File: src/rtl/vga_pkg.sv
// Shared timing types, 640x480@60 defaults and helpers for the VGA timing generator.
package vga_pkg;

  typedef struct packed {
    logic [15:0] active;
    logic [15:0] front;
    logic [15:0] sync;
    logic [15:0] back;
  } vga_axis_t;

  localparam int unsigned VGA_CLK_DIV  = 2;
  localparam int unsigned VGA_H_ACTIVE = 640;
  localparam int unsigned VGA_H_FRONT  = 16;
  localparam int unsigned VGA_H_SYNC   = 96;
  localparam int unsigned VGA_H_BACK   = 48;
  localparam int unsigned VGA_V_ACTIVE = 480;
  localparam int unsigned VGA_V_FRONT  = 10;
  localparam int unsigned VGA_V_SYNC   = 2;
  localparam int unsigned VGA_V_BACK   = 33;

  localparam vga_axis_t VGA_H_640 = '{active: 16'd640, front: 16'd16, sync: 16'd96, back: 16'd48};
  localparam vga_axis_t VGA_V_480 = '{active: 16'd480, front: 16'd10, sync: 16'd2,  back: 16'd33};

  function automatic int unsigned total(input vga_axis_t a);
    return 32'(a.active) + 32'(a.front) + 32'(a.sync) + 32'(a.back);
  endfunction

  // Counter width that never collapses to zero bits for degenerate ranges.
  function automatic int unsigned cnt_width(input int unsigned n);
    return (n > 1) ? 32'($clog2(n)) : 32'd1;
  endfunction

endpackage

File: src/rtl/vga_axis_counter.sv
// One timing axis: wrapping position counter plus active/sync/last decodes.
module vga_axis_counter
  import vga_pkg::*;
#(
  parameter vga_axis_t   AXIS = VGA_H_640,
  parameter int unsigned W    = cnt_width(total(AXIS))
) (
  input  logic         clk_i,
  input  logic         rst_i,
  input  logic         step_i,
  output logic [W-1:0] count,
  output logic         last,
  output logic         sync_act,
  output logic         active
);

  localparam int unsigned TOTAL    = total(AXIS);
  localparam int unsigned SYNC_BEG = 32'(AXIS.active) + 32'(AXIS.front);
  localparam int unsigned SYNC_END = SYNC_BEG + 32'(AXIS.sync);

  always_ff @(posedge clk_i) begin
    if (rst_i) begin
      count <= '0;
    end else if (step_i) begin
      count <= last ? '0 : count + 1'b1;
    end
  end

  assign last     = (count == W'(TOTAL - 1));
  assign sync_act = (32'(count) >= SYNC_BEG) && (32'(count) < SYNC_END);
  assign active   = (32'(count) < 32'(AXIS.active));

endmodule

File: src/rtl/vga_timing_gen.sv
// Parametrised VGA timing generator: pixel-rate divider, h/v axis counters and
// a registered output stage carrying coordinates, syncs and update strobes.
module vga_timing_gen
  import vga_pkg::*;
#(
  parameter int unsigned CLK_DIV    = VGA_CLK_DIV,
  parameter int unsigned H_ACTIVE   = VGA_H_ACTIVE,
  parameter int unsigned H_FRONT    = VGA_H_FRONT,
  parameter int unsigned H_SYNC     = VGA_H_SYNC,
  parameter int unsigned H_BACK     = VGA_H_BACK,
  parameter int unsigned V_ACTIVE   = VGA_V_ACTIVE,
  parameter int unsigned V_FRONT    = VGA_V_FRONT,
  parameter int unsigned V_SYNC     = VGA_V_SYNC,
  parameter int unsigned V_BACK     = VGA_V_BACK,
  parameter logic        H_SYNC_POL = 1'b0,
  parameter logic        V_SYNC_POL = 1'b0,
  parameter int unsigned X_W        = 10,
  parameter int unsigned Y_W        = 10
) (
  input  logic           clk_i,
  input  logic           rst_i,
  output logic           hsync_o,
  output logic           vsync_o,
  output logic [X_W-1:0] pixel_x_o,
  output logic [Y_W-1:0] pixel_y_o,
  output logic           visible_range_o,
  output logic           px_valid_o,
  output logic           line_start_o,
  output logic           frame_start_o,
  output logic           vblank_start_o
);

  localparam vga_axis_t H_AXIS = '{active: 16'(H_ACTIVE), front: 16'(H_FRONT),
                                   sync: 16'(H_SYNC), back: 16'(H_BACK)};
  localparam vga_axis_t V_AXIS = '{active: 16'(V_ACTIVE), front: 16'(V_FRONT),
                                   sync: 16'(V_SYNC), back: 16'(V_BACK)};
  localparam int unsigned H_TOTAL = total(H_AXIS);
  localparam int unsigned V_TOTAL = total(V_AXIS);
  localparam int unsigned HW      = cnt_width(H_TOTAL);
  localparam int unsigned VW      = cnt_width(V_TOTAL);
  localparam int unsigned DIV_W   = cnt_width(CLK_DIV);

  generate
    if (CLK_DIV < 1) begin : g_div_chk
      $error("vga_timing_gen: CLK_DIV must be at least 1");
    end
    if (X_W < 32'($clog2(H_TOTAL))) begin : g_xw_chk
      $error("vga_timing_gen: X_W too narrow for H_TOTAL");
    end
    if (Y_W < 32'($clog2(V_TOTAL))) begin : g_yw_chk
      $error("vga_timing_gen: Y_W too narrow for V_TOTAL");
    end
  endgenerate

  logic [DIV_W-1:0] div_cnt;
  logic             px_en;

  // With CLK_DIV = 1 the counter stays at 0 and px_en is permanently high.
  assign px_en = (div_cnt == DIV_W'(CLK_DIV - 1));

  always_ff @(posedge clk_i) begin
    if (rst_i) begin
      div_cnt <= '0;
    end else begin
      div_cnt <= px_en ? '0 : div_cnt + 1'b1;
    end
  end

  logic [HW-1:0] h_cnt;
  logic [VW-1:0] v_cnt;
  logic          h_last, h_sync_act, h_active;
  logic          v_last_unused, v_sync_act, v_active;

  vga_axis_counter #(.AXIS(H_AXIS), .W(HW)) u_h_axis (
    .clk_i    (clk_i),
    .rst_i    (rst_i),
    .step_i   (px_en),
    .count    (h_cnt),
    .last     (h_last),
    .sync_act (h_sync_act),
    .active   (h_active)
  );

  vga_axis_counter #(.AXIS(V_AXIS), .W(VW)) u_v_axis (
    .clk_i    (clk_i),
    .rst_i    (rst_i),
    .step_i   (px_en && h_last),
    .count    (v_cnt),
    .last     (v_last_unused),
    .sync_act (v_sync_act),
    .active   (v_active)
  );

  logic h_first, v_first, v_vblank;

  assign h_first  = (h_cnt == '0);
  assign v_first  = (v_cnt == '0);
  assign v_vblank = (v_cnt == VW'(V_ACTIVE));

  // Outputs sample the pre-increment position, so they lag the counters by one px_en.
  always_ff @(posedge clk_i) begin
    if (rst_i) begin
      pixel_x_o       <= '0;
      pixel_y_o       <= '0;
      visible_range_o <= 1'b0;
      hsync_o         <= ~H_SYNC_POL;
      vsync_o         <= ~V_SYNC_POL;
      px_valid_o      <= 1'b0;
      line_start_o    <= 1'b0;
      frame_start_o   <= 1'b0;
      vblank_start_o  <= 1'b0;
    end else begin
      px_valid_o     <= px_en;
      line_start_o   <= px_en && h_first;
      frame_start_o  <= px_en && h_first && v_first;
      vblank_start_o <= px_en && h_first && v_vblank;
      if (px_en) begin
        pixel_x_o       <= X_W'(h_cnt);
        pixel_y_o       <= Y_W'(v_cnt);
        visible_range_o <= h_active && v_active;
        hsync_o         <= h_sync_act ? H_SYNC_POL : ~H_SYNC_POL;
        vsync_o         <= v_sync_act ? V_SYNC_POL : ~V_SYNC_POL;
      end
    end
  end

endmodule

File: config.mk
export PLATFORM = sky130hd
export DESIGN_NAME = vga_timing_gen
export DESIGN_NICKNAME = d
export VERILOG_FILES = /design/src/rtl/vga_pkg.sv /design/src/rtl/vga_axis_counter.sv /design/src/rtl/vga_timing_gen.sv
export SDC_FILE = /design/constraint.sdc
export NUM_CORES = 1
export LEC_CHECK = 0
export CELL_PAD_IN_SITES_DETAIL_PLACEMENT = 0
export CELL_PAD_IN_SITES_GLOBAL_PLACEMENT = 1
export CORE_MARGIN = 2
export CORE_UTILIZATION = 43
export CTS_BUF_LIST = sky130_fd_sc_hd__clkbuf_4
export CTS_CLUSTER_SIZE = 8
export DETAILED_ROUTE_END_ITERATION = 10
export GPL_TIMING_DRIVEN = 0
export PLACE_DENSITY = 0.81
export SKIP_LAST_GASP = 1
export SYNTH_ARGS = -nofsm -noshare
export SYNTH_HDL_FRONTEND = slang
export SYNTH_HIERARCHICAL = 1
export SYNTH_SLANG_ARGS = --single-unit
File: constraint.sdc
create_clock -name clk_i -period 3 [get_ports clk_i]
set_clock_uncertainty 0.1 [all_clocks]
set_input_delay 0.75 -clock clk_i [delete_from_list [all_inputs] [get_ports clk_i]]
set_output_delay 0.75 -clock clk_i [all_outputs]
set_load 0.005 [all_outputs]
=== Yosys cells after proc, flatten, opt, wreduce, memory -nomap -nowiden ===
Cells that the tools add are included.

* Register bits: 48
* Output and inout bits: 27
* Word-level logic and storage cells: 38
* Bits of input ports: 2

* Equal/unequal tests: 3
* Add/sub/neg operators: 3
* Mux-type cells: 4
* Reductions and logical operators: 10
* $lt $le $gt $ge: 6

{| class="wikitable"
|+ Operators by type and width
! operator !! count
|-
| $add 10x1->10 const B || 2
|-
| $eq 10x10->1 const B || 2
|-
| $logic_not 10->1 || 2
|-
| $lt 10x10->1 const B || 2
|-
| $lt 10x9->1 const B || 2
|-
| $mux 10 || 2
|-
| $eq 10x9->1 const B || 1
|-
| $ge 10x10->1 const B || 1
|-
| $ge 10x9->1 const B || 1
|-
| $logic_and 1x1->1 || 7
|-
| $mux 1 || 2
|-
| $reduce_or 2->1 || 1
|-
| $add 1x1->1 const B || 1
|}

=== Depth between registers and ports, before layout ===
* Depth in word-level cells: 3
* Gate-level depth with buffers: 8
* Depth with buffers taken out: 7

=== Hierarchy ===
The synthesis kept the hierarchy.

{| class="wikitable"
|+ Modules (own cells, without submodules)
! module !! times used !! area an instance (sq um) !! cells each
|-
| vga_timing_gen || 1 || 1036.0 || 97
|-
| vga_axis_counter at u_h_axis || 1 || 554.3 || 63
|-
| vga_axis_counter at u_v_axis || 1 || 535.5 || 60
|}

=== Least setup slack after synthesis ===
No wires, ideal clock.

* Path type: reg-to-reg
* From: reg u_h_axis.count[5]
* To: reg u_v_axis.count[8]
* Clock period less this slack: 2440 ps
* Stages on the path, launching flop included: 9
* Arrival time: 2274 ps
* Slack: 560 ps
* Path through: dfxtp_1 -> buf_6 -> or4b_4 -> nor4_1 -> and2_1 -> buf_2 -> nand4_2 -> or4_4 -> a21oi_2

* Longest elaborated chain between the ends: 2

{| class="wikitable"
|+ RTL lines
! what !! line !! text
|-
| from (decl) || vga_axis_counter.sv:11 || <nowiki>output logic [W-1:0] count,</nowiki>
|-
| from (signal assigned) || vga_axis_counter.sv:25 || <nowiki>count <= last ? '0 : count + 1'b1;</nowiki>
|-
| $eq 10x10->1 || vga_axis_counter.sv:29 || <nowiki>assign last = (count == W'(TOTAL - 1));</nowiki>
|-
| net h_last || vga_timing_gen.sv:71 || <nowiki>logic h_last, h_sync_act, h_active;</nowiki>
|-
| $logic_and 1x1->1 || vga_timing_gen.sv:87 || <nowiki>.step_i (px_en && h_last),</nowiki>
|-
| to (signal assigned) || vga_axis_counter.sv:25 ||
|-
| to (decl) || vga_axis_counter.sv:11 ||
|}

The timed path passes the listed nets, and every way through them passes these cells.
A chain may end at the register's enable or synchronous reset.

=== Final worst setup path ===
* From: reg u_h_axis.count[5]
* To: reg u_v_axis.count[7]

Same word-level chain as after synthesis.

==> impl_metrics.py <==
metrics = {
    "status": {
        "outcome": "completed",
    },
    "worst_setup_path": {
        "required_ns": 3.18,
        "critPathArrivalTime_ns": 2.83,
        "endpoint_kind": "register",
        "start_kind": "register",
        "rr_worst_depth": 8,
        "rr_endpoint": "u_v_axis/count[7]",
        "criticalPathCategory": "reg2reg",
        "crit_fanout": 9,
        "reg2reg_slack_ns": 0.35,
        "r2r-start": "u_h_axis/count[5]",
    },
    "placed_design": {
        "dp_cells": 314,
        "place_congestion": 0.7481,
        "place_hpwl_mm": 2.906,
        "port_buffers": 28,
    },
    "timing": {
        "max-slew-margin-rel_pct": 61.89,
        "final.period_utilization_pct": 88.28,
        "rsz0062_at_grt": "no",
        "fin_crit_ns": 2.649,
        "tns_ns": 0,
        "fmaxAchievable_mhz": 377.6,
        "setup_viol": 0,
        "hold_violations": 0,
        "tightest_slew_ns": 0.5698,
        "slew_viol_final": 0,
    },
    "logic_synthesis": {
        "yosysWarnings": 6,
        "syn_inst": 219,
        "synth_area_um2": 2120,
        "synth_fp_nets": 226,
        "syn_avg_cell_area_um2": 9.678,
    },
    "cells_and_area": {
        "drive_above_1_share_pct": 11.76,
        "final_nets": 261,
        "insertedDiodeCount": 0,
        "final_cell_mix": "dfxtp_1, nor2_1, clkdlybuf4s50_1",
        "multiInputGateArea_um2": 1057,
        "layout_commonest_cell": "dfxtp_1",
        "syn2layout_area_growth_pct": 19.83,
        "regArea_um2": 960.9,
        "n_fill_cell": 456,
        "instances_no_fill": 322,
    },
    "clock_network": {
        "cts_hold_buf": 0,
        "clock_latency_ns": 0.35,
        "clockBufferDepth": 2,
        "post-cts-setup-buffer-count": 0,
        "cts_buffers": 5,
        "cts_max_level": 2,
        "cts.sinks": 48,
        "cts.clk_slew.worst_paths_ns": 0.13,
        "cts-resized-gates": 0,
        "cts_tree": "built",
        "cts-root-buf": "clkbuf_4",
    },
    "floorplanning": {
        "fp.dieH_um": 74.21,
        "ios": 29,
        "core_area_um2": 4723,
        "die_area_um2": 5506,
        "rows": 25,
        "die_x_um": 74.21,
        "start_util_pct": 44.87,
    },
    "drt": {
        "initialDrtViolationCount": 128,
        "routed_wl_mm": 4.228,
        "drc": 0,
        "first_pass_iters": 4,
        "wl_per_cell_um": 13.13,
        "vias": 1645,
        "viasPerCell": 5.109,
        "ant_nets": 0,
    },
    "grt": {
        "grt_pass1_vias": 1498,
        "grt_max_degree": 15,
        "antenna_found_initial": 0,
        "grtUsageTotal_pct": 16.92,
        "grt_pass1_wl_mm": 7.169,
        "overflow": 0,
    },
    "power_and_ir_drop": {
        "p_seq_share_pct": 63.8,
        "intPower_mw": 0.7928,
        "power.leakage_nw": 0.9220,
        "pwr-share-clk_pct": 28.9,
        "p_sw_mw": 0.2390,
        "power.share.switching_pct": 23.16,
        "max-vdd-ir-drop_mv": 0.1712,
        "power_density_nw_per_um2": 406.3,
        "combPwrFrac_pct": 7.4,
    },
    "worst_hold_path": {
        "hold_class": "reg2reg",
        "whs_path_depth": 2,
        "min_from": "visible_range_o",
        "min_to": "visible_range_o",
    },
    "flow_run": {
        "max_cap_violations": 0,
    },
}
-- per-layer routing --
metal / wire length, µm / track usage (%)
met5: 0 / 0
met4: 51 / 7.273
met3: 158 / 2.846
met2: 1863 / 24.11
met1: 2155 / 25.06
-- power groups by stage --
stage / combinational (mW) / sequential (mW) / clock, mW
floorplan: 0.0514 / 0.670 / 0
detailed placement: 0.0773 / 0.672 / 0
CTS: 0.0775 / 0.658 / 0.315
global placement: 0.0762 / 0.672 / 0
finish: 0.0759 / 0.658 / 0.298
global route: 0.0842 / 0.660 / 0.339
-- critical path, cell delays in order (launching register included) --
cell and delay (ns):
dfxtp_1 0.37, buf_6 0.15, or4b_4 0.57, nor4_1 0.22
and2_1 0.15, buf_2 0.19, nand3_1 0.18, or4_1 0.50
a21oi_1 0.15
-- sequential cells by signal, summed over array words and instances, names as in the netlist --
name             flops
px_valid_o           1
u_v_axis/count      10
vblank_start_o       1
pixel_y_o           10
line_start_o         1
pixel_x_o           10
u_h_axis/count      10
vsync_o              1
hsync_o              1
div_cnt              1
frame_start_o        1
visible_range_o      1
-- layout make-up --
| type | instances | area share, % |
|---|---|---|
| flip-flops and latches | 48 | 37.83 |
| inverters | 9 | 1.330 |
| clock inverters | 1 | 0.1478 |
| multi-input cells | 152 | 41.63 |
| well taps | 67 | 3.300 |
| clock buffers | 7 | 2.069 |
| repair buffers | 28 | 11.03 |
| plain buffers | 10 | 2.660 |
-- worst max path at each step --
| stage | startpoint | endpoint | slack (ns) |
|---|---|---|---|
| 2_1_floorplan | u_h_axis/count[5] | u_v_axis/count[8] | 0.56 |
| 3_3_place_gp | u_h_axis/count[5] | u_v_axis/count[8] | 0.42 |
| 3_5_place_dp | u_h_axis/count[5] | u_v_axis/count[8] | 0.40 |
| 4_1_cts | u_h_axis/count[5] | u_v_axis/count[7] | 0.36 |
| 5_1_grt | u_h_axis/count[5] | u_v_axis/count[7] | 0.21 |
| 6_report | u_h_axis/count[5] | u_v_axis/count[7] | 0.35 |
-- through the flow --
stage               power [mW]  utilization [%]  hold WS [ns]  cell area [µm²]  setup WS [ns]
detailed placement      0.7494            52.58        0.3598             2484         0.4000
global route             1.083            53.77        0.3982             2540         0.2071
CTS                      1.050            53.77        0.3781             2540         0.3568
global placement        0.7479            52.58        0.3535             2484         0.4167
floorplan               0.7215                -        0.3555             2120         0.5601
finish                   1.032            53.77        0.3746             2540         0.3515
Power figures use the tool's default switching activity.
